===== config.mk =====
export PLATFORM = sky130hd
export DESIGN_NAME = gfx_sdr_arbiter_flat
export DESIGN_NICKNAME = d
export VERILOG_FILES = /design/src/rtl/gfx_sdr_arbiter_if.sv /design/src/rtl/gfx_sdr_arbiter.sv /design/src/flat_wrapper.sv
export SDC_FILE = /design/constraint.sdc
export NUM_CORES = 1
export LEC_CHECK = 0
export ABC_AREA = 1
export ABC_CLOCK_PERIOD_IN_PS = 3100
export CAP_MARGIN = 40
export CORE_MARGIN = 4
export CORE_UTILIZATION = 54
export DETAILED_ROUTE_END_ITERATION = 10
export MAX_ROUTING_LAYER = met4
export PLACE_DENSITY = 0.85
export SYNTH_ARGS = -nofsm -noshare
export SYNTH_HDL_FRONTEND = slang
export SYNTH_SLANG_ARGS = --single-unit

===== constraint.sdc =====
create_clock -name clk -period 3.1 [get_ports clk]
set_input_delay 0.31 -clock clk [delete_from_list [all_inputs] [get_ports clk]]
set_output_delay 0.31 -clock clk [all_outputs]
set_load 0.01 [all_outputs]

===== src/rtl/gfx_sdr_arbiter_if.sv =====
// Bus bundle between the graphics ROM fetchers, gfx_sdr_arbiter and the SDRAM controller.
// master is the fetcher/SDRAM environment side, slave is the arbiter.
interface gfx_sdr_arbiter_if #(
   parameter int NCH = 4,
   parameter int AW  = 25,
   parameter int DW  = 16
);
   logic [NCH-1:0]    ch_req;
   logic [NCH*AW-1:0] ch_addr;
   logic [DW-1:0]     ch_data;
   logic [NCH-1:0]    ch_rdy;
   logic [AW-1:0]     sdr_addr;
   logic              sdr_req;
   logic              sdr_rdy;
   logic [DW-1:0]     sdr_data;

   modport master (
      output ch_req, ch_addr, sdr_rdy, sdr_data,
      input  ch_data, ch_rdy, sdr_addr, sdr_req
   );

   modport slave (
      input  ch_req, ch_addr, sdr_rdy, sdr_data,
      output ch_data, ch_rdy, sdr_addr, sdr_req
   );
endinterface


===== src/rtl/gfx_sdr_arbiter.sv =====
// gfx_sdr_arbiter: holds one pending ROM read per graphics layer and serialises them onto one SDRAM port.
// Define GFX_SDR_ARB_RR_EN for round-robin grants; otherwise fixed priority with channel 0 highest.
module gfx_sdr_arbiter #(
   parameter int NCH     = 4,
   parameter int AW      = 25,
   parameter int DW      = 16,
   parameter int TIMEOUT = 255
) (
   input  logic             clk,
   input  logic             RESETn,
   gfx_sdr_arbiter_if.slave bus,
   output logic             busy,
   output logic             timeout_err
);
   localparam int GW = (NCH > 1) ? $clog2(NCH) : 1;
   localparam int CW = (TIMEOUT > 1) ? $clog2(TIMEOUT + 1) : 1;

   typedef enum logic [1:0] {IDLE, ISSUE, RETURN} state_t;

   state_t         state;
   state_t         state_nx;
   logic [NCH-1:0] pend;
   logic [AW-1:0]  addr_q [NCH];
   logic [GW-1:0]  gnt_q;
   logic [GW-1:0]  sel;
   logic           sel_vld;
   logic [CW-1:0]  wd_cnt;
   logic           grant;
   logic           done;
   logic           abort;
`ifdef GFX_SDR_ARB_RR_EN
   logic [GW-1:0]  rr_ptr;
`endif

   always_ff @(posedge clk) begin
      if (!RESETn) state <= IDLE;
      else         state <= state_nx;
   end

   always_comb begin
      state_nx = state;
      case (state)
         IDLE:    if (grant) state_nx = ISSUE;
         ISSUE:   if (done || abort) state_nx = RETURN;
         RETURN:  state_nx = IDLE;
         default: state_nx = IDLE;
      endcase
   end

   // Round-robin searches from the slot after the last grant; fixed priority always from channel 0.
   always_comb begin
      int idx;
      sel     = '0;
      sel_vld = 1'b0;
      idx     = 0;
      for (int k = 0; k < NCH; k++) begin
`ifdef GFX_SDR_ARB_RR_EN
         idx = (int'(rr_ptr) + 1 + k) % NCH;
`else
         idx = k;
`endif
         if (!sel_vld && pend[idx]) begin
            sel     = GW'(idx);
            sel_vld = 1'b1;
         end
      end
   end

   // A genuine sdr_rdy in the final watchdog cycle still wins over the abort.
   always_comb begin
      grant = (state == IDLE) && sel_vld;
      done  = (state == ISSUE) && bus.sdr_rdy;
      abort = (TIMEOUT != 0) && (state == ISSUE) && !bus.sdr_rdy &&
              (wd_cnt == CW'(TIMEOUT - 1));
   end

   assign busy = (state != IDLE) || (|pend);

   always_ff @(posedge clk) begin
      if (!RESETn) begin
         pend         <= '0;
         gnt_q        <= '0;
         wd_cnt       <= '0;
         timeout_err  <= 1'b0;
         bus.sdr_addr <= '0;
         bus.sdr_req  <= 1'b0;
         bus.ch_rdy   <= '0;
         bus.ch_data  <= '0;
         for (int i = 0; i < NCH; i++) addr_q[i] <= '0;
`ifdef GFX_SDR_ARB_RR_EN
         rr_ptr       <= GW'(NCH - 1);
`endif
      end else begin
         bus.ch_rdy <= '0;
         if (grant) begin
            bus.sdr_addr <= addr_q[sel];
            bus.sdr_req  <= 1'b1;
            gnt_q        <= sel;
            wd_cnt       <= '0;
            pend[sel]    <= 1'b0;
`ifdef GFX_SDR_ARB_RR_EN
            rr_ptr       <= sel;
`endif
         end
         if ((state == ISSUE) && !done && !abort) wd_cnt <= wd_cnt + CW'(1);
         if (done || abort) begin
            bus.sdr_req       <= 1'b0;
            bus.ch_data       <= done ? bus.sdr_data : {DW{1'b1}};
            bus.ch_rdy[gnt_q] <= 1'b1;
         end
         if (abort) timeout_err <= 1'b1;
         // Captures come last so a pulse in the grant cycle re-arms the channel with the new address.
         for (int i = 0; i < NCH; i++) begin
            if (bus.ch_req[i]) begin
               pend[i]   <= 1'b1;
               addr_q[i] <= bus.ch_addr[i*AW +: AW];
            end
         end
      end
   end
endmodule


===== src/flat_wrapper.sv =====
// flat-port wrapper written by rule: the top's interface ports become plain ports
module gfx_sdr_arbiter_flat 
#(
   parameter int NCH     = 4,
   parameter int AW      = 25,
   parameter int DW      = 16,
   parameter int TIMEOUT = 255
)
  (clk, RESETn, busy, timeout_err, bus_ch_req, bus_ch_addr, bus_sdr_rdy, bus_sdr_data, bus_ch_data, bus_ch_rdy, bus_sdr_addr, bus_sdr_req);
  gfx_sdr_arbiter_if #(.NCH(NCH), .AW(AW), .DW(DW)) bus_i ();
  input  logic clk;
  input  logic RESETn;
  output logic busy;
  output logic timeout_err;
  input wire logic [$bits(bus_i.ch_req)-1:0] bus_ch_req;
  input wire logic [$bits(bus_i.ch_addr)-1:0] bus_ch_addr;
  input wire logic [$bits(bus_i.sdr_rdy)-1:0] bus_sdr_rdy;
  input wire logic [$bits(bus_i.sdr_data)-1:0] bus_sdr_data;
  output wire logic [$bits(bus_i.ch_data)-1:0] bus_ch_data;
  output wire logic [$bits(bus_i.ch_rdy)-1:0] bus_ch_rdy;
  output wire logic [$bits(bus_i.sdr_addr)-1:0] bus_sdr_addr;
  output wire logic [$bits(bus_i.sdr_req)-1:0] bus_sdr_req;
  assign bus_i.ch_req = bus_ch_req;
  assign bus_i.ch_addr = bus_ch_addr;
  assign bus_i.sdr_rdy = bus_sdr_rdy;
  assign bus_i.sdr_data = bus_sdr_data;
  assign bus_ch_data = bus_i.ch_data;
  assign bus_ch_rdy = bus_i.ch_rdy;
  assign bus_sdr_addr = bus_i.sdr_addr;
  assign bus_sdr_req = bus_i.sdr_req;
  gfx_sdr_arbiter #(.NCH(NCH), .AW(AW), .DW(DW), .TIMEOUT(TIMEOUT)) u_core (.clk(clk), .RESETn(RESETn), .bus(bus_i), .busy(busy), .timeout_err(timeout_err));
endmodule

## Word level (Yosys, flattened, before mapping)

Memory sizes are Yosys's and may differ from the RTL's. A register that Yosys moved wholly into a read port is not among the register bits.
Cells that the tools add are included.
W data, S select, Z words.

| operators by class | value |
|---|---|
| add/sub/neg operators | 1 |
| $lt $le $gt $ge | 4 |
| equality and inequality tests | 4 |
| mux-type cells | 39 |
| bitwise logic cells | 7 |
| reductions and logical operators | 31 |

Operator list:

| operator | count |
|---|---|
| $mux W25 | 4 |
| $mux W1 | 24 |
| $mux W16 | 1 |
| $mux W8 | 2 |
| $reduce_bool A2 Y1 | 6 |
| $logic_and A1 B1 Y1 | 11 |
| $add A8 B1 Y8 const B | 1 |
| $eq A8 B8 Y1 const B | 1 |
| $mux W2 | 4 |
| $logic_not A1 Y1 | 7 |
| $lt A2 B3 Y1 const B | 2 |
| $and A4 B4 Y4 | 1 |
| $demux W1 S2 | 2 |
| $ge A2 B1 Y1 const B | 2 |
| $mux W4 | 1 |
| $ne A2 B1 Y1 const B | 2 |
| $not A4 Y4 | 1 |
| $or A1 B1 Y1 | 4 |
| $pmux W2 S2 | 1 |
| $reduce_and A2 Y1 | 2 |
| $reduce_or A4 Y1 | 1 |
| $eq A2 B1 Y1 const B | 1 |
| $logic_not A2 Y1 | 1 |
| $logic_or A1 B1 Y1 | 2 |
| other kinds (2) | 2 |

| word-level totals | value |
|---|---|
| flip-flop bits (word level) | 38 |
| bits in writable memories | 100 |
| input port bits | 123 |
| output and inout bits | 48 |
| word-level logic and storage cells | 98 |
| memories | 1 |

Memory list:

| memory | words | width | read ports | clocked after memory_dff | write ports | line | source |
|---|---|---|---|---|---|---|---|
| u_core.addr_q | 4 | 25 | 1 | 1 | 4 | gfx_sdr_arbiter.sv:23 | `logic [AW-1:0] addr_q [NCH];` |

## Longest topological paths before layout

Gate-level depths: netlist of run 1.

| logic depth | value |
|---|---|
| word-level depth | 18 |
| gate-level depth with buffers | 10 |
| mapped depth without buffers | 10 |

## Worst setup path after synthesis of run 1

No wires, ideal clock.

| timing | value |
|---|---|
| path kind | input port to flip-flop |
| start point | input RESETn |
| end point | memory u_core.addr_q[0][0], enable pin |
| library setup time | 0.361 ns |
| arrival time | 1.037 ns |
| required time | 2.739 ns |
| slack | 1.702 ns |
| stages | 3 |
| path buffers | 1 |
| cell sequence | inv_1 > clkbuf_1 > or2_2 |

RTL lines:

| item | line | source |
|---|---|---|
| from (decl) | flat_wrapper.sv:12 | `input logic RESETn;` |
| to (decl) | gfx_sdr_arbiter.sv:23 |  |

## Final worst setup path of run 1

| timing | value |
|---|---|
| start point | register u_core.pend[0] |
| end point | output busy |

| between the ends | value |
|---|---|
| longest elaborated chain between the ends | 2 |

Ends and longest elaborated chain:

| item | line | source |
|---|---|---|
| from (decl) | gfx_sdr_arbiter.sv:22 | `logic [NCH-1:0] pend;` |
| from (signal assigned) | gfx_sdr_arbiter.sv:81 | `pend <= '0;` |
| from (signal, indexed assignment) | gfx_sdr_arbiter.sv:100 | `pend[sel] <= 1'b0;` |
| from (signal, indexed assignment) | gfx_sdr_arbiter.sv:115 | `pend[i] <= 1'b1;` |
| $reduce_or A4 Y1 | gfx_sdr_arbiter.sv:77 | `assign busy = (state != IDLE) \|\| (\|pend);` |
| $logic_or A1 B1 Y1 | gfx_sdr_arbiter.sv:77 |  |
| to (decl) | flat_wrapper.sv:13 | `output logic busy;` |

Every way passes these cells.

==> results of run 1 <==
==> sequential cells by signal, indices dropped and copies added (netlist names) <==
name,count
u_core.addr_q,100
u_core.bus.sdr_addr,25
u_core.bus.ch_data,16
u_core.wd_cnt,8
u_core.bus.ch_rdy,4
u_core.pend,4
u_core.gnt_q,2
u_core.state,2
u_core.bus.sdr_req,1
u_core.timeout_err,1
==> final cells by class <==
cell class                      count  area [µm²]  share of cell area
Multi-Input combinational cell    490        2135              0.2222
Tap cell                          176       220.2             0.02292
Inverter                          187       704.4             0.07332
Clock inverter                      4       21.27            0.002214
Sequential cell                   163        4264              0.4438
Timing Repair Buffer              176        1754              0.1826
Clock buffer                       28       509.2             0.05300
==> cell usage after synthesis, types with 4 or more instances <==
| cell | instances |
|---|---|
| nor3_1 | 6 |
| nor2_1 | 203 |
| nand2_1 | 124 |
| buf_6 | 7 |
| o21ai_0 | 23 |
| nand3_1 | 85 |
| o211ai_1 | 6 |
| inv_1 | 182 |
| clkbuf_1 | 14 |
| a21oi_1 | 17 |
| dfxtp_1 | 63 |
| buf_4 | 8 |
| buf_2 | 7 |
| inv_2 | 4 |
| edfxtp_1 | 100 |
| nor2_2 | 4 |
| or2_2 | 4 |
==> logic make-up after synthesis <==
logic type      count (synthesis)  share of synthesized area
buf+inv                       224                     0.1275
fa+ha+maj                       2                   0.003412
flops                         163                     0.5815
simple gates                  432                     0.2438
compound gates                 56                    0.04385
==> power by group through the flow <==
stage | Clock (W) | Combinational [W] | Sequential (W)
final | 0.00191 | 0.000994 | 0.00262
after global routing | 0.00201 | 0.00109 | 0.00264
after CTS | 0.00192 | 0.000996 | 0.00262
after detailed placement | 0 | 0.000984 | 0.00266
after global placement | 0 | 0.000961 | 0.00265
after floorplan | 0 | 0.000515 | 0.00266
==> worst max-delay path: cells and delay by family (launching register included) <==
family / cells / cell delay [ns]
buffers and inverters: 2 / 0.80
AND/OR/NAND/NOR: 2 / 0.55
flip-flops: 1 / 0.36
==> how the worst min path moves through the flow <==
stage               depth (start not counted)  slack, ns                         endpoint
global placement                            1       0.43  u_core.bus.ch_rdy[0]$_SDFF_PN0_
floorplan                                   1       0.42  u_core.bus.ch_rdy[0]$_SDFF_PN0_
global route                                2       0.47  u_core.timeout_err$_SDFFE_PN0P_
detailed placement                          1       0.44  u_core.bus.ch_rdy[0]$_SDFF_PN0_
finish                                      1       0.45  u_core.bus.ch_rdy[0]$_SDFF_PN0_
CTS                                         1       0.45  u_core.bus.ch_rdy[0]$_SDFF_PN0_
==> stage by stage <==
step / instances / total power (W) / setup WS, ns / cell area, µm² / hold WS [ns]
2_1_floorplan: 877 / 0.003177 / 1.702 / 7333 / 0.4215
3_3_place_gp: 1191 / 0.003613 / 0.8956 / 9062 / 0.4335
3_5_place_dp: 1192 / 0.003640 / 0.8611 / 9077 / 0.4405
4_1_cts: 1224 / 0.005530 / 0.6653 / 9608 / 0.4479
5_1_grt: 1224 / 0.005745 / 0.5580 / 9608 / 0.4704
6_report: 1224 / 0.005522 / 0.6564 / 9608 / 0.4459
==> routing by layer <==
layer / vias to the layer above / routed length (µm)
li1: 3002 / -
met1: 2766 / 7106
met2: 275 / 9096
met4: 0 / 843
met5: - / 0
met3: 56 / 1375
==> impl_results.md, run 1 <==
* Vias per cell at 4.983
* Crit path to: busy
* MaxCap Viol Count at 0
* Reg2reg end: u_core.gnt_q[0]$_SDFFE_PN0P_
* GP Congestion at around 0.94
* Die Wd at between 100 and 150 µm
* Area share of the largest cell type after synthesis at 0.4095
* Commonest non-fill, non-tap cells in the layout: nor2_1 (203), inv_1 (182), clkdlybuf4s50_1 (170)
* Synth Warn # at 0
* Diode count at 0
* Port bufs at 170
* Pwr per Cell Area at between 500 and 600 nW/µm²
* Mapped Avg Cell Area at roughly 8.4 µm²
* Register-to-Register Path Depth at 5
* WL final at roughly 18000 µm
* Via count at about 6100
* Die area at approximately 16000 µm²
* Post-CTS Setup Repair Bufs at 0
* Worst-path cell chain: nor2_2 -> buf_4 -> nand3_1 -> clkdlybuf4s50_1
* Util after Layout at 0.7227
* Req. time, crit path at between 2 and 3 ns
* Post-synth EDFFs at 100
* Post-CTS resize count at 0
* H-tree lvl count at 4
* Hold_sp: u_core.gnt_q[0]$_SDFFE_PN0P_
* Internal at 0.004071 W
* Worst r2r src: u_core.pend[2]$_SDFFE_PN0P_
* Vias in the first global route at around 6000
* Crit Path Max Fanout at 13
* Initial Util at 0.5516
* Clk root buf: clkbuf_16
* Initial antenna violation count at 0
* Sw Share at 0.2628
* Sink Count at around 160
* Synth cell types at 30
* Seq cells post-synth at 163
* Synthesized cell area at 7333 µm²
* WL/cell at approximately 15 µm
* Sequential Power Share at 0.475
* HP Class: reg -> reg
* FP Rows at between 40 and 50
* Layout cells sized above 1 at 0.04485
* Logic pwr share at 0.180
* Hold buffer count at cts at 0
* R2R Setup Slk at between 0.9 and 1 ns
* M1 GR Usage at 0.2794
* CP startpoint kind: register
* DRC Markers at 0
* First-pass detailed-route iteration total at 5
* First-pass GRT wire length at around 29000 µm
* Cts bufs inserted at 17
* Gr busiest metal: met2
* CTS tree: done
* Max Clk Rate at between 0.4 and 0.5 GHz
* CTS clk-pin slew, worst paths at ~0.060 ns
* FFs w/ async S/R, synth at 0
* Gate Count Post-Synth at 877
* Grt ovf at 0
* Endpoints failing setup at 0
* Synth Flop Type: edfxtp_1
* Nets at between 1000 and 1500
* Critical path startpoint: u_core.pend[0]$_SDFFE_PN0P_
* Main area contributors after synthesis: edfxtp_1 (41%), dfxtp_1 (17%), nor2_1 (10%)
* WP data arrival at between 2 and 2.5 ns
* # fillers at approximately 1000
* Commonest non-fill, non-tap cell in the layout: nor2_1
* Drt first-iter violations at 584
* Die H at around 120 µm
* RSZ-0062 raised after global routing: false
* Crit-path max cell delay at 0.51 ns
* Setup TNS at 0 ns
* GRT Total Usage at 0.2430
* Top cell type by total area after synthesis: edfxtp_1
* Met3 Use GR at 0.05317
* Area Overhead vs Synth at 31.02%
* CORE AREA at roughly 13000 µm²
* Critical Path End Type: output pin
* Relative slew slack at 0.3945
* NetSw at roughly 0.0015 W
* Status: completed
* Fin. Hold Viols at 0
* Final Slew Violations at 0
* Largest net degree at the start of global routing at 36
* Syn Nets at about 1000
* Detailed Place HPWL at 12970 µm
* Worst-Margin Slew at 0.9061 ns
* Clock power frac at 0.345
* Post-DRT Antenna Nets at 0
* Maximum VDD drop at between 0.4 and 0.5 mV
* Sequential-to-total area share from yosys stat at 0.5815
* Critical path class: reg -> out
* # IOs at between 150 and 200
* CP max-delay cell: clkdlybuf4s50_1
* Clock Path Buffers at 2
* Met2 usage at 0.3979
* Static leakage at 4.495 nW
* Clk Latency, worst-skew pair at 0.42 ns
* Fin crit period at approximately 2.4 ns
* Clock Skew at between 0.009 and 0.01 ns
* Fin crit share at 0.7883
(Power assumes the default switching activity.)
==> inputs of run 2 (changes only) <==
- ABC_CLOCK_PERIOD_IN_PS: 3100 -> 2000
- CORE_UTILIZATION: 54 -> 45
- PLACE_DENSITY: 0.85 -> 0.76
- clock period: 3.1 -> 2 ns (I/O delays scaled with it)
==> run 2 against run 1 <==
  * Routed wire length is 0.74% higher
  * Power is 61% higher
  * Global-route usage is 3.0 points lower
  * Sequential power is 54% higher
  * Non-clock buffer count is 12 higher
  * Worst setup slack worse by 0.57 ns
  * Clock-buffer cell count is 4 lower
  * Cell count is 4.3% higher
  * Combinational power is 59% higher
  * Clock power is 70% higher
  * Sequential share of layout area is 1.0 points lower
==> impl_results.md, run 2 (synthesis gave the netlist of run 1 again) <==
* Hold_sp: bus_sdr_data[13]
* RSZ-0062 raised after global routing: false
* Post-CTS Setup Repair Bufs at 0
* Commonest non-fill, non-tap cell in the layout: nor2_1
* Total power at 0.008875 W
* Static leakage at around 4.6 nW
* GRT Total Usage at 0.2125
* Clk Latency, worst-skew pair at between 0.4 and 0.5 ns
* Largest net degree at the start of global routing at 36
* Fin crit period at 1.909 ns
* Die Wd at about 140 µm
* Maximum VDD drop at approximately 0.79 mV
* CP startpoint kind: register
* HP Class: in -> reg
* Hold slack at roughly 0.4 ns
* R2R Setup Slk at approximately 0.33 ns
* Port bufs at 170
* Vias per cell at between 4 and 5
* MaxCap Viol Count at 0
* Clock power frac at 0.367
* Clock Skew at approximately 0.012 ns
* WP data arrival at ~1.7 ns
* Logic pwr share at 0.178
* Commonest non-fill, non-tap cells in the layout: nor2_1 (202), inv_1 (182), clkdlybuf4s50_1 (170)
* Critical Path End Type: output pin
* Hold Crit Depth at 3
* Sink Count at approximately 160
* Status: completed
* Grt ovf at 0
* CORE AREA at around 16000 µm²
* Clk root buf: clkbuf_16
* Clock Path Buffers at 2
* # IOs at 171
* Initial antenna violation count at 1
* Biggest regs: u_core.addr_q: 100 flops, u_core.bus.sdr_addr: 25 flops, u_core.bus.ch_data: 16 flops
* Worst-Margin Slew at 0.5888 ns
* Cts bufs inserted at 17
* GP Congestion at 0.8911
* Internal at ~0.0066 W
* Crit-path max cell delay at roughly 0.55 ns
* Detailed Place HPWL at about 14000 µm
* Reg2reg end: u_core.bus.sdr_req$_SDFFE_PP0P_
* Worst-path cell chain: nor2_2 -> buf_4 -> nand3_1 -> clkdlybuf4s50_1
* Pwr per Cell Area at ~900 nW/µm²
* Nets at between 1000 and 1500
* Initial Util at 0.4600
* Fin. Hold Viols at 0
* Req. time, crit path at roughly 1.8 ns
* Worst r2r src: u_core.wd_cnt[0]$_SDFFE_PN0P_
* Die area at 18400 µm²
* Final Slew Violations at 0
* Vias in the first global route at between 6000 and 7000
* Sw Share at 0.2619
* Max reg flops at 100
* First-pass detailed-route iteration total at 5
* Post-DRT Antenna Nets at 0
* Endpoints failing setup at 0
* Area Overhead vs Synth at 34.07%
* WL final at ~19000 µm
* NetSw at approximately 0.0023 W
* Via count at 6089
* Critical path class: reg -> out
* CTS tree: done
* Sequential Power Share at 0.455
* First-pass GRT wire length at around 30000 µm
* # fillers at 1352
* Crit Path Max Fanout at 8
* Hold buffer count at cts at 0
* Register-to-Register Path Depth at 8
* Setup TNS at 0 ns
* Layout cells sized above 1 at 0.06698
* Relative slew slack at 0.6075
* H-tree lvl count at 4
* CP max-delay cell: clkdlybuf4s50_1
* WL/cell at roughly 15 µm
* Die H at around 140 µm
* Fin crit share at 0.9545
* Drt first-iter violations at 429
* Max Clk Rate at 0.5239 GHz
* FP Rows at 46
* Biggest register: u_core.addr_q
* Hold EP: u_core.bus.ch_data[13]$_SDFFE_PN0P_
* DRC Markers at 0
* CTS clk-pin slew, worst paths at about 0.060 ns
run 2: cell count changes in the layout (fill, tap and decap cells not counted), moves of 3 or more:
| cell | before | now |
|---|---|---|
| buf_4 | 5 | 18 |
| clkbuf_1 | 9 | 0 |
| clkinv_4 | 0 | 3 |
| clkbuf_8 | 0 | 4 |
run 2: worst max-delay path by stage:
stage,start,endpoint,slack [ns],depth (start not counted)
after floorplan,u_core.wd_cnt[0]$_SDFFE_PN0P_,u_core.bus.ch_data[10]$_SDFFE_PN0P_,0.68,9
after global placement,RESETn,u_core.addr_q[2][7]$_SDFFCE_PN0P_,0.20,3
after detailed placement,RESETn,u_core.addr_q[1][9]$_SDFFCE_PN0P_,0.17,3
after CTS,u_core.state[1]$_SDFFE_PN0P_,busy,0.02,3
after global routing,u_core.pend[1]$_SDFFE_PN0P_,busy,0.01,4
final,u_core.pend[1]$_SDFFE_PN0P_,busy,0.09,4
run 2: timing repair:
action                     in CTS  in global routing
resized for setup               0                  2
setup endpoints to repair       0                  1
hold endpoints to repair        0                  0
run 2: per-layer routing:
metal / routed length (µm) / GRT usage / up-vias
li1: - / - / 3035
met2: 9266 / 0.3581 / 238
met4: 418 / 0.07111 / 0
met5: 0 / - / -
met1: 7480 / 0.2495 / 2789
met3: 1393 / 0.05386 / 27
run 2: cell type report:
type,count,area (µm²),share of cell area
diodes,1,2.502,0.0002545
clock buffers,24,555.5,0.05650
clock inverters,8,60.06,0.006108
inverters,187,704.4,0.07165
multi-input cells,490,2137,0.2174
flip-flops and latches,163,4265,0.4338
well taps,216,270.3,0.02749
repair buffers,188,1837,0.1868
run 2: worst max-delay path, delay by kind of cell, from the launching register on:
kind	cells	cell delay, ns
DFF	1	0.40
and+or+nand+nor	2	0.18
buffers and inverters	2	0.71
run 2: stage by stage:
step                      worst slack (ns)  area [µm²]    util  std cells
final                              0.09107        9832  0.6167       1277
after global routing               0.01248        9832  0.6167       1277
after CTS                          0.02451        9826  0.6163       1276
after detailed placement            0.1737        9210  0.5777       1244
after global placement              0.1968        9210  0.5777       1244
after floorplan                     0.6799        7333       -        877
run 2: power groups by stage:
stage | Clock [W] | Sequential (W) | Combinational (W)
2_1_floorplan | 0 | 0.00413 | 0.000799
3_3_place_gp | 0 | 0.00410 | 0.00155
3_5_place_dp | 0 | 0.00411 | 0.00157
4_1_cts | 0.00330 | 0.00404 | 0.00158
5_1_grt | 0.00345 | 0.00407 | 0.00174
6_report | 0.00325 | 0.00404 | 0.00158
